File: src/rtl/seven_seg_pkg.sv
// rtl/seven_seg_pkg.sv - shared types and constants for the 7-seg scan controller
package seven_seg_pkg;

    typedef enum logic [1:0] {
        IDLE = 2'd0,
        SHOW = 2'd1,
        GAP  = 2'd2
    } state_t;

    localparam int         NUM_DIGITS = 4;
    localparam logic [3:0] MAX_BCD    = 4'd9;
    localparam logic [3:0] ANODE_OFF  = 4'b1111;

    function automatic int max3(input int a, input int b, input int c);
        int m;
        m = (a > b) ? a : b;
        return (m > c) ? m : c;
    endfunction

endpackage

File: src/rtl/seven_seg_blank_mask.sv
// rtl/seven_seg_blank_mask.sv - per-digit blank mask: invalid BCD and leading-zero suppression
module seven_seg_blank_mask
    import seven_seg_pkg::*;
(
    input  logic [15:0] active,
    input  logic        lz_suppress,
    output logic [3:0]  mask
);

    logic lead;

    // Walk from the MSD down; lead stays set while every nibble so far is zero.
    always_comb begin
        mask = '0;
        lead = 1'b1;
        for (int i = NUM_DIGITS - 1; i >= 0; i--) begin
            lead    = lead & (active[i*4 +: 4] == 4'd0);
            mask[i] = (active[i*4 +: 4] > MAX_BCD) || (lz_suppress && lead && (i != 0));
        end
    end

endmodule

File: src/rtl/seven_seg_scan_ctrl.sv
// rtl/seven_seg_scan_ctrl.sv - four-digit 7-seg scan controller with double-buffered digits
module seven_seg_scan_ctrl
    import seven_seg_pkg::*;
#(
    parameter int REFRESH_DIV  = 100000,
    parameter int BLANK_CYCLES = 1000
) (
    input  logic        clk,
    input  logic        rst_n,
    input  logic        enable,
    input  logic        load,
    input  logic [15:0] digits_in,
    input  logic        lz_suppress,
    output logic [1:0]  digit_sel,
    output logic [3:0]  digit_val,
    output logic        digit_blank,
    output logic        frame_done,
    output logic        pending
);

    localparam int CNT_SPAN = max3(REFRESH_DIV, BLANK_CYCLES, 2);
    localparam int CW       = $clog2(CNT_SPAN);

    localparam logic [CW-1:0] SHOW_LAST = CW'(REFRESH_DIV - 1);
    localparam logic [CW-1:0] GAP_LAST  = CW'((BLANK_CYCLES > 0) ? BLANK_CYCLES - 1 : 0);

    state_t        state, state_n;
    logic [1:0]    sel, sel_n;
    logic [CW-1:0] cnt, cnt_n;
    logic [15:0]   shadow, active;
    logic          frame_end;
    logic          boundary;
    logic [3:0]    mask;
    logic [3:0]    blank_vec;
    logic [3:0]    cur_nib;

    seven_seg_blank_mask u_mask (
        .active      (active),
        .lz_suppress (lz_suppress),
        .mask        (mask)
    );

    always_comb begin
        state_n   = state;
        sel_n     = sel;
        cnt_n     = cnt + CW'(1);
        frame_end = 1'b0;
        boundary  = 1'b0;
        if (!enable) begin
            state_n = IDLE;
            sel_n   = 2'd0;
            cnt_n   = '0;
        end else begin
            case (state)
                IDLE: begin
                    state_n  = SHOW;
                    sel_n    = 2'd0;
                    cnt_n    = '0;
                    boundary = 1'b1;
                end
                SHOW: begin
                    if (cnt == SHOW_LAST) begin
                        cnt_n = '0;
                        if (BLANK_CYCLES == 0) begin
                            sel_n     = sel + 2'd1;
                            frame_end = (sel == 2'd3);
                        end else begin
                            state_n = GAP;
                        end
                    end
                end
                GAP: begin
                    if (cnt == GAP_LAST) begin
                        state_n   = SHOW;
                        sel_n     = sel + 2'd1;
                        cnt_n     = '0;
                        frame_end = (sel == 2'd3);
                    end
                end
                default: begin
                    state_n = IDLE;
                    sel_n   = 2'd0;
                    cnt_n   = '0;
                end
            endcase
            boundary = boundary | frame_end;
        end
    end

    // Outside SHOW every anode is dark regardless of the digit contents.
    always_comb begin
        blank_vec = (state == SHOW) ? mask : ANODE_OFF;
        cur_nib   = active[{sel, 2'b00} +: 4];
    end

    always_ff @(posedge clk or negedge rst_n) begin
        if (!rst_n) begin
            state <= IDLE;
            sel   <= 2'd0;
            cnt   <= '0;
        end else begin
            state <= state_n;
            sel   <= sel_n;
            cnt   <= cnt_n;
        end
    end

    // A load landing on a frame boundary goes straight to the active buffer.
    always_ff @(posedge clk or negedge rst_n) begin
        if (!rst_n) begin
            shadow  <= '0;
            active  <= '0;
            pending <= 1'b0;
        end else if (boundary) begin
            active  <= load ? digits_in : shadow;
            shadow  <= load ? digits_in : shadow;
            pending <= 1'b0;
        end else if (load) begin
            shadow  <= digits_in;
            pending <= 1'b1;
        end
    end

    always_ff @(posedge clk or negedge rst_n) begin
        if (!rst_n) begin
            digit_sel   <= 2'd0;
            digit_val   <= 4'd0;
            digit_blank <= 1'b1;
            frame_done  <= 1'b0;
        end else begin
            digit_sel   <= sel;
            digit_val   <= cur_nib;
            digit_blank <= blank_vec[sel];
            frame_done  <= frame_end;
        end
    end

endmodule
File: config.mk
export PLATFORM = sky130hd
export DESIGN_NAME = seven_seg_scan_ctrl
export DESIGN_NICKNAME = d
export VERILOG_FILES = /design/src/rtl/seven_seg_pkg.sv /design/src/rtl/seven_seg_blank_mask.sv /design/src/rtl/seven_seg_scan_ctrl.sv
export SDC_FILE = /design/constraint.sdc
export NUM_CORES = 1
export LEC_CHECK = 0
export ABC_AREA = 1
export CELL_PAD_IN_SITES_DETAIL_PLACEMENT = 2
export CELL_PAD_IN_SITES_GLOBAL_PLACEMENT = 2
export CORE_MARGIN = 10
export CORE_UTILIZATION = 30
export CTS_BUF_LIST = sky130_fd_sc_hd__clkbuf_8
export CTS_CLUSTER_SIZE = 25
export DETAILED_ROUTE_END_ITERATION = 10
export PLACE_DENSITY = 0.75
export SLEW_MARGIN = 5
export SYNTH_ARGS = -nofsm -noshare
export SYNTH_HDL_FRONTEND = slang
export SYNTH_SLANG_ARGS = --single-unit
File: constraint.sdc
create_clock -name clk -period 4.1 [get_ports clk]
set_clock_uncertainty 0.05 [all_clocks]
set_input_delay 0.41 -clock clk [delete_from_list [all_inputs] [get_ports clk]]
set_output_delay 0.41 -clock clk [all_outputs]
set_load 0.01 [all_outputs]
==> implementation parameters, run 1 <==
Parameter                              Value

Route
  Number of vias per cell after detailed routing ... 4.625
  Total detailed-routing wirelength ... approximately 8400 µm
  Number of detailed-routing iterations run before antenna repair ... 4
  Antenna viol nets, final ... 0
  First DRT Iteration DRCs ... 58
  Routed vias ... between 2000 and 2500
  DR DRC count ... 0
  Routed wire length per instance ... approximately 16 µm

Floorplan
  DIE AREA ... approximately 15000 µm²
  Core footprint ... roughly 10000 µm²
  Number of rows created at floorplan ... 36
  Die height ... between 100 and 150 µm
  Initial Util ... between 30% and 40%
  Chip Width ... 120.7 µm
  I/O pin count ... 30

Hold path
  Tightest Hold Check Type ... flop to flop

Pwr
  Worst vdd rail ir drop ... between 0.15 and 0.2 mV
  Final Power ... between 1.5 and 2 mW
  Part of the power in registers ... between 40% and 50%
  Power density relative to cell area ... between 500 and 600 nW/µm²
  Static Leak ... about 1.7 nW
  Sw Share ... approximately 35%
  Cell-internal power ... between 1 and 1.5 mW
  Combinational group share of total power ... 26.7%
  Portion of total power attributed to the clock network ... just under 30%
  Switching Power ... between 600 and 700 µW

Run
  Number of violations of the max-capacitance limit ... 0

Timing
  Post-route clock period utilization ... 46.03%
  Shortest clock period the worst path allows after layout ... 1.887 ns
  Slew of the pin with the lowest slew margin ... about 0.64 ns
  Final hold violations ... 0
  Slew headroom ... around 58%
  Slew Limit Fails ... 0
  Setup Viol. Count Final ... 0
  Worst hold slack after final layout ... approximately 0.41 ns
  Unrepaired setup endpoints after global routing ... false
  TNS Setup ... 0 ns
  Upper clock frequency limit ... ~0.53 GHz

Global route
  Vias in the first global route ... 2892
  Aggregate global routing overflow ... 0
  GRT Util Overall ... between 10% and 20%
  First-pass GRT wire length ... 14510 µm
  Maximum number of pins on one net before global-route repair ... around 50
  Initial antenna violation count ... 0

Clocking
  Clock sink total ... between 60 and 70
  Number of buffers created by CTS ... 9
  Number of hold-repair buffers added at the cts stage ... 1
  CTS root buffer ... clkbuf_8
  Clock tree from TritonCTS ... built
  CTS clk-pin slew, worst paths ... 0.07 ns
  Setup bufs post-CTS ... 0
  Resized cells post-CTS ... 0
  # H-tree levels ... 3
  Clock insertion delay at the later pin of the skew report ... roughly 0.35 ns
  Clock Tree Buf Depth ... 2

Yosys
  Post-synthesis sequential element count ... between 60 and 70
  Post-synthesis sequential area ratio ... about half
  Count of synthesis-stage warnings from yosys ... 0
  Biggest area consumer among synthesized cells ... dfrtp_1
  Synthesized instance count ... 365
  Leading cell types by total area after synthesis ... dfrtp_1 50%, nand2_1 15%, nor2_1 4.4%, inv_1 4.1%, nand3_1 3.9%
  Number of distinct library cells after synthesis ... 32
  Share of Yosys cell area claimed by the top area cell type ... around half
  Post-Synthesis Cell Area ... 3044 µm²
  Synthesized Nets ... slightly below 400
  Mean instance size in the synthesized netlist ... 8.340 µm²

Cells and area
  Final core utilization ... a little under two fifths
  Total area of multi-input combinational cells ... between 1000 and 1500 µm²
  Most common cell after layout, fill and taps aside ... nand2_1
  Most frequent cells in the layout ... 121 x nand2_1, 61 x dfrtp_1, 36 x nor2_1, 33 x inv_1, 28 x clkdlybuf4s50_1
  Post-layout net count ... 427
  Fraction of layout cells with a size suffix above 1 ... about an eighth
  Antenna fix cells ... 0
  Filler-free cell count of the finished design ... roughly 540
  Register Area ... between 1500 and 2000 µm²
  Area growth from synthesis to layout ... 19.73%
  Fill cell total of the finished layout ... 1172

Setup path
  Nature of the critical path endpoint ... flop
  R2r setup slk ... 2.21 ns
  CP arrival ... roughly 2.1 ns
  CP max FO ... 25
  Required time at the worst-slack endpoint ... between 4 and 5 ns
  Kind of critical path ... flop to flop
  Critical Path Source Type ... flop

Placed design
  Port Buffer Count ... 29
  Placed cell count ... roughly 520
  Placed wire-length estimate ... 6216 µm
  Gpl congestion ... 0.7406

Status
  Status ... finished clean
[worst max-delay path, cell delays in order, from the launching register on]
cell	delay, ns
dfrtp_1	0.66
ha_1	0.23
inv_1	0.04
nor2_1	0.19
nand3_4	0.18
nand2_4	0.26
nand2_1	0.09
o21ai_0	0.09
[stage by stage]
stage / cell area (µm²) / worst slack [ns]
after floorplan: 3044 / 2.548
after global placement: 3436 / 2.032
after detailed placement: 3436 / 1.921
after CTS: 3645 / 2.173
after global routing: 3645 / 1.992
final: 3645 / 2.213
[power groups by stage]
stage / sequential [mW] / clock, mW / combinational [mW]
2_1_floorplan: 0.818 / 0 / 0.335
3_3_place_gp: 0.830 / 0 / 0.495
3_5_place_dp: 0.836 / 0 / 0.510
4_1_cts: 0.825 / 0.570 / 0.517
5_1_grt: 0.839 / 0.587 / 0.574
6_report: 0.823 / 0.548 / 0.500
[routing by layer]
| metal | vias to the layer above | GRT usage (%) | routed length [µm] |
|---|---|---|---|
| met5 | - | 0 | 0 |
| met4 | 0 | 4.525 | 128 |
| met3 | 11 | 2.792 | 214 |
| met2 | 25 | 22.64 | 4426 |
| met1 | 1245 | 13.41 | 3614 |
| li1 | 1207 | - | - |
[kinds of logic (layout without fill, tap and decap cells)]
group	after synthesis	in the layout	share of synthesized area, %
fa+ha+maj	6	6	2.466
flops	62	62	51.01
compound gates	28	28	5.097
buf+inv	44	84	6.905
simple gates	217	217	32.22
xor+xnor	8	8	2.302
[cell type report]
type,instances,share of cell area [%]
clock buffer,10,3.776
clock inverter,6,1.682
inverter,36,3.708
multi-input combinational,259,35.15
sequential,62,42.60
tap,133,4.566
timing repair buffer,32,8.514
[flip-flops by register name, indices dropped and copies added (netlist names)]
| register | flops |
|---|---|
| state | 2 |
| digit_sel | 2 |
| sel | 2 |
| frame_done | 1 |
| digit_val | 4 |
| active | 16 |
| cnt | 17 |
| pending | 1 |
| shadow | 16 |
| digit_blank | 1 |
[Yosys cell counts (all sizes together)]
cell type	count
nand2	130
nand3	25
inv	35
dfrtp	61
ha	6
nand4	5
dfstp	1
nand3b	1
clkinv	1
a21oi	9
nor4	1
nor2	50
or2	1
nor3	4
xor2	6
buf	6
o21ai	17
a31oi	1
clkbuf	2
o21bai	1
xnor2	2
[final timing paths]
kind                               startpoint                    end  depth (start not counted)
max                        sel[0]$_DFFE_PN0P_  active[6]$_DFFE_PN0P_                          7
min                          cnt[0]$_DFF_PN0_       cnt[0]$_DFF_PN0_                          1
max reg2reg                sel[0]$_DFFE_PN0P_  active[6]$_DFFE_PN0P_                          7
min reg2reg                  cnt[0]$_DFF_PN0_       cnt[0]$_DFF_PN0_                          1
max in group asynchronous               rst_n       cnt[6]$_DFF_PN0_                          3
min in group asynchronous               rst_n   shadow[11]$_DFF_PN0_                          2
(Power assumes the default switching activity.)
==> run 2, diff against run 1 <==
- PLACE_DENSITY: 0.75 -> 0.77
- clock period: 4.1 -> 1.62 ns (I/O delays scaled with it)
==> implementation parameters, run 2 (synthesized netlist as in run 1, its figures left out) <==
Parameter                              Value

Global route
  Initial antenna violation count ... 0
  First-pass GRT wire length ... between 10000 and 15000 µm
  GRT Util Overall ... 12.45%
  Aggregate global routing overflow ... 0
  Maximum number of pins on one net before global-route repair ... 32
  Vias in the first global route ... approximately 3000

Placed design
  Placed cell count ... 538
  Port Buffer Count ... 29
  Gpl congestion ... 0.8012
  Placed wire-length estimate ... roughly 6500 µm

Timing
  Post-route clock period utilization ... between 90% and 100%
  Upper clock frequency limit ... around 0.64 GHz
  Slew of the pin with the lowest slew margin ... 0.5257 ns
  Slew headroom ... about two thirds
  Setup Viol. Count Final ... 0
  Final hold violations ... 0
  Slew Limit Fails ... 0
  Shortest clock period the worst path allows after layout ... approximately 1.6 ns
  Unrepaired setup endpoints after global routing ... true

Setup path
  CP arrival ... ~1.7 ns
  Kind of critical path ... flop to flop
  Slowest cell on the critical path ... dfrtp_1
  Chain of cells forming the critical path ... inv_1 > ha_1 > nand2_1 > nor2_2 > nand3_4 > buf_6 > nand3_1 > nand2_1
  CP max FO ... 9
  Nature of the critical path endpoint ... flop
  Critical Path Source Type ... flop
  Required time at the worst-slack endpoint ... roughly 1.8 ns
  Cell seen most often among critical-path stages ... nand2_1
  Max stage delay on crit path ... approximately 0.4 ns

Clocking
  Clock sink total ... 62
  Clock Tree Buf Depth ... 2
  CTS clk-pin slew, worst paths ... ~0.070 ns
  CTS root buffer ... clkbuf_8
  # H-tree levels ... 3
  Clock tree from TritonCTS ... built
  Clock insertion delay at the later pin of the skew report ... 0.35 ns
  Number of buffers created by CTS ... 9

Pwr
  Combinational group share of total power ... between 30% and 40%
  Switching Power ... ~1.8 mW
  Final Power ... 4.920 mW
  Static Leak ... about 1.8 nW
  Sw Share ... 35.88%
  Cell-internal power ... about 3.2 mW
  Power density relative to cell area ... approximately 1300 nW/µm²
  Portion of total power attributed to the clock network ... between 20% and 30%
  Worst vdd rail ir drop ... slightly above 0.5 mV
  Part of the power in registers ... 41.9%

Route
  Routed vias ... 2584
  Number of vias per cell after detailed routing ... 4.614
  Antenna viol nets, final ... 0
  First DRT Iteration DRCs ... 62
  Routed wire length per instance ... 16.12 µm
  DR DRC count ... 0
  Total detailed-routing wirelength ... around 9000 µm
  Number of detailed-routing iterations run before antenna repair ... 3

Cells and area
  Max FFs per register ... 17
  Most common cell after layout, fill and taps aside ... nand2_1
  Antenna fix cells ... 0
  Post-layout net count ... around 450
  Fraction of layout cells with a size suffix above 1 ... 19.91%
  Filler-free cell count of the finished design ... 560
  Most flop-heavy register ... cnt
  Most frequent cells in the layout ... 116 x nand2_1, 60 x dfrtp_1, 34 x nor2_1, 33 x inv_1, 27 x clkdlybuf4s50_1
  Largest registers ... cnt x17, active x16, shadow x16
  Area growth from synthesis to layout ... 28.20%

Floorplan
  Core footprint ... a little under 10000 µm²
  Number of rows created at floorplan ... 36
  Chip Width ... roughly 120 µm
  Initial Util ... between 30 and 40%
  I/O pin count ... 30
  DIE AREA ... 14580 µm²
  Die height ... between 100 and 150 µm

Hold path
  Tightest Hold Check Type ... primary input to async pin

Run
  Number of violations of the max-capacitance limit ... 0

Status
  Status ... finished clean
## run 2: worst paths after layout
check,from,to,depth (start not counted),slack (ns)
max,state[0]$_DFFE_PN0P_,active[2]$_DFFE_PN0P_,8,0.07
min in group clk,digits_in[7],shadow[7]$_DFF_PN0_,3,0.33
min reg2reg,shadow[12]$_DFF_PN0_,shadow[12]$_DFF_PN0_,2,0.42
max in group asynchronous,rst_n,digit_blank$_DFF_PN1_,3,0.69
min,rst_n,cnt[12]$_DFF_PN0_,2,0.25
max reg2reg,state[0]$_DFFE_PN0P_,active[2]$_DFFE_PN0P_,8,0.07
## run 2: critical path: cells and delay by family (launching register included)
family,cells,cell delay [ns]
and+or+nand+nor,5,0.55
adders and majority gates,1,0.18
buffers and inverters,2,0.27
DFF,1,0.40
## run 2: area by class of cell
cell class	instances	area (µm²)
fillers	1161	5917
clock buffers	12	165.2
flip-flops and latches	62	1554
repair buffers	52	479.2
well taps	133	166.4
inverters	36	135.1
clock inverters	4	21.27
multi-input cells	261	1381
## run 2: power groups by stage
stage / clock network (mW) / logic (mW) / registers (mW)
floorplan: 0 / 0.848 / 2.07
global placement: 0 / 1.35 / 2.07
detailed placement: 0 / 1.41 / 2.09
CTS: 1.34 / 1.43 / 2.07
global route: 1.40 / 1.77 / 2.10
finish: 1.28 / 1.58 / 2.06
## run 2: metal layers
metal | up-vias | global-route usage (%) | share of wire [%]
li1 | 1253 | - | -
met1 | 1287 | 13.71 | 43
met2 | 32 | 22.64 | 53
met3 | 12 | 3.071 | 2.6
met4 | 0 | 4.525 | 1.3
met5 | - | 0 | 0
## run 2: through the flow
step / TNS, ns / utilization [%] / worst slack, ns / hold slack (ns) / cell area, µm²
floorplan: 0 / - / 0.06782 / -0.1836 / 3044
global placement: 0 / 36.42 / 0.07125 / 0.08435 / 3576
detailed placement: -0.1402 / 36.42 / -0.06195 / 0.08531 / 3576
CTS: 0 / 38.49 / 0.003847 / 0.2503 / 3780
global route: -1.304 / 39.74 / -0.05798 / 0.2824 / 3902
finish: 0 / 39.74 / 0.06681 / 0.2478 / 3902
## run 2: timing repair
| item | 4_1_cts | 5_1_grt |
|---|---|---|
| pin swaps | 0 | 6 |
| cloned | 0 | 2 |
| setup endpoints to repair | 11 | 39 |
| gates resized for setup | 2 | 24 |
| hold buffers | 1 | 0 |
| endpoints found under the hold margin | 12 | 0 |
| setup buffers | 0 | 3 |
==> run 3, diff against run 2 <==
- RECOVER_POWER: unset -> 100
==> implementation parameters, run 3 (synthesized netlist as in run 1, its figures left out) <==
Parameter                              Value

Global route
  Global Route met3 Usage ... slightly above 3%
  Vias in the first global route ... 2981
  Aggregate global routing overflow ... 0
  First-pass GRT wire length ... 14660 µm
  Busiest grt layer ... met2
  Maximum number of pins on one net before global-route repair ... 32
  GR Util met1 ... between 10% and 20%
  Initial antenna violation count ... 0
  M2 GR Usage ... about 23%
  GRT Util Overall ... roughly an eighth

Route
  Routed vias ... between 2000 and 3000
  Total detailed-routing wirelength ... around 9000 µm
  Routed wire length per instance ... around 16 µm
  Number of vias per cell after detailed routing ... approximately 4.6
  Antenna viol nets, final ... 0
  Number of detailed-routing iterations run before antenna repair ... 3
  First DRT Iteration DRCs ... 50
  DR DRC count ... 0

Setup path
  Reg-to-Reg Start ... cnt[1]$_DFF_PN0_
  Number of buffer and inverter instances along the worst setup path ... 1
  Max stage delay on crit path ... around 0.36 ns
  CP arrival ... ~1.7 ns
  Capturing point of the worst reg2reg path ... cnt[3]$_DFF_PN0_
  CP max FO ... 9
  Timing endpoint of the critical path ... cnt[3]$_DFF_PN0_
  First element of the critical path ... cnt[1]$_DFF_PN0_
  Nature of the critical path endpoint ... flop
  Cell count along the critical path ... 10
  Kind of critical path ... flop to flop
  Logic depth of the worst register-to-register path ... 10
  Dominant delay contributor by cell family on the critical path ... simple AND/OR/NAND/NOR gates
  R2r setup slk ... between 0.06 and 0.07 ns
  Slowest cell on the critical path ... dfrtp_1
  Required time at the worst-slack endpoint ... roughly 1.8 ns
  Chain of cells forming the critical path ... ha_2 > nand2_2 > inv_2 > nand2_1 > nor2_1 > nand2_1 > nand2_2 > nand2_8 > nand2_8 > nor2_2
  Critical Path Source Type ... flop

Placed design
  Gpl congestion ... 0.8012
  Placed wire-length estimate ... about 6500 µm
  Port Buffer Count ... 29
  Placed cell count ... 538

Run
  Number of violations of the max-capacitance limit ... 0

Clocking
  CTS clk-pin slew, worst paths ... 0.07 ns
  Number of buffers created by CTS ... 9
  # H-tree levels ... 3
  Clock insertion delay at the later pin of the skew report ... roughly 0.35 ns
  Clock Tree Buf Depth ... 2
  Clock sink total ... 62
  Clock tree from TritonCTS ... built
  CTS root buffer ... clkbuf_8

Hold path
  Tightest Hold Check Type ... primary input to flop

Cells and area
  Total area of multi-input combinational cells ... between 1000 and 1500 µm²
  Max FFs per register ... 17
  Antenna fix cells ... 0
  Register Area ... around 1600 µm²
  Fraction of layout cells with a size suffix above 1 ... between 10% and 20%
  Fill cell total of the finished layout ... 1164
  Filler-free cell count of the finished design ... 560
  Most common cell after layout, fill and taps aside ... nand2_1
  Post-layout net count ... 449
  Most flop-heavy register ... cnt
  Area growth from synthesis to layout ... 27.70%
  Most frequent cells in the layout ... 116 x nand2_1, 60 x dfrtp_1, 34 x nor2_1, 33 x inv_1, 22 x nand3_1
  Largest registers ... cnt x17, active x16, shadow x16

Floorplan
  Die height ... roughly 120 µm
  I/O pin count ... 30
  Core footprint ... approximately 10000 µm²
  Initial Util ... a little under a third
  Chip Width ... between 100 and 150 µm
  DIE AREA ... 14580 µm²
  Number of rows created at floorplan ... 36

Timing
  Slew Limit Fails ... 0
  Setup Viol. Count Final ... 0
  Post-route clock period utilization ... a little over nine tenths
  Slew of the pin with the lowest slew margin ... approximately 1.0 ns
  Final hold violations ... 0
  Slew headroom ... between 30% and 40%
  Unrepaired setup endpoints after global routing ... true
  Shortest clock period the worst path allows after layout ... roughly 1.6 ns
  Upper clock frequency limit ... 0.6440 GHz

Pwr
  Worst vdd rail ir drop ... roughly 0.5 mV
  Portion of total power attributed to the clock network ... between 20% and 30%
  Cell-internal power ... between 3 and 4 mW
  Static Leak ... approximately 1.8 nW
  Switching Power ... 1.767 mW
  Combinational group share of total power ... 31.8%
  Sw Share ... 36.03%
  Part of the power in registers ... 42.0%
  Power density relative to cell area ... roughly 1300 nW/µm²
  Final Power ... 4.904 mW

Status
  Status ... finished clean
## run 3: changes by cell type in the layout (fill, tap and decap cells not counted), sizes merged
cell,previous run,this run
clkdlybuf4s50,27,21
dlygate4sd3,1,7
buf,23,21
clkbuf,12,14
## run 3: layer usage
metal	vias to the layer above	routed length, µm
li1	1255	-
met1	1303	3864
met2	27	4792
met3	15	237
met4	0	135
met5	-	0
## run 3: metrics by stage
stage / area, µm² / setup WS [ns] / util, % / hold WS [ns] / TNS [ns]
global route: 3887 / -0.05798 / 39.59 / 0.3278 / -1.309
global placement: 3576 / 0.07125 / 36.42 / 0.08435 / 0
CTS: 3780 / 0.003847 / 38.49 / 0.2503 / 0
floorplan: 3044 / 0.06782 / - / -0.1836 / 0
finish: 3887 / 0.06719 / 39.59 / 0.3255 / 0
detailed placement: 3576 / -0.06195 / 36.42 / 0.08531 / -0.1402
## run 3: final cells by class
| type | instances | share of cell area (%) |
|---|---|---|
| tap | 133 | 4.281 |
| inverter | 36 | 3.476 |
| timing repair buffer | 52 | 11.94 |
| sequential | 62 | 39.97 |
| clock buffer | 12 | 4.248 |
| multi-input combinational | 261 | 35.53 |
| clock inverter | 4 | 0.5472 |
## run 3: repair_timing
action                                  in CTS  in global routing
endpoints found under the setup margin      11                 39
hold buffers                                 1                  0
setup buffers                                0                  3
pin swaps                                    0                  6
gates resized for setup                      2                 24
cloned                                       0                  2
endpoints found under the hold margin       12                  0
## run 3: power groups by stage
stage / Combinational (mW) / Sequential, mW / Clock, mW
2_1_floorplan: 0.848 / 2.07 / 0
3_3_place_gp: 1.35 / 2.07 / 0
3_5_place_dp: 1.41 / 2.09 / 0
4_1_cts: 1.43 / 2.07 / 1.34
5_1_grt: 1.76 / 2.10 / 1.40
6_report: 1.56 / 2.06 / 1.29
## run 3: how the worst min path moves through the flow
stage                     slack, ns          from  depth (start not counted)                     to
after floorplan               -0.18         rst_n                          0  active[0]$_DFFE_PN0P_
after global placement         0.08         rst_n                          1       cnt[5]$_DFF_PN0_
after detailed placement       0.09         rst_n                          1       cnt[5]$_DFF_PN0_
after CTS                      0.25         rst_n                          2       cnt[5]$_DFF_PN0_
after global routing           0.33  digits_in[8]                          3    shadow[8]$_DFF_PN0_
final                          0.33  digits_in[0]                          3    shadow[0]$_DFF_PN0_
## run 3: worst register-to-register path: cells and delay by family (launching register included)
family | cells | cell delay (ns)
fa+ha+maj | 1 | 0.19
flops | 1 | 0.36
simple gates | 8 | 0.75
buf+inv | 1 | 0.08
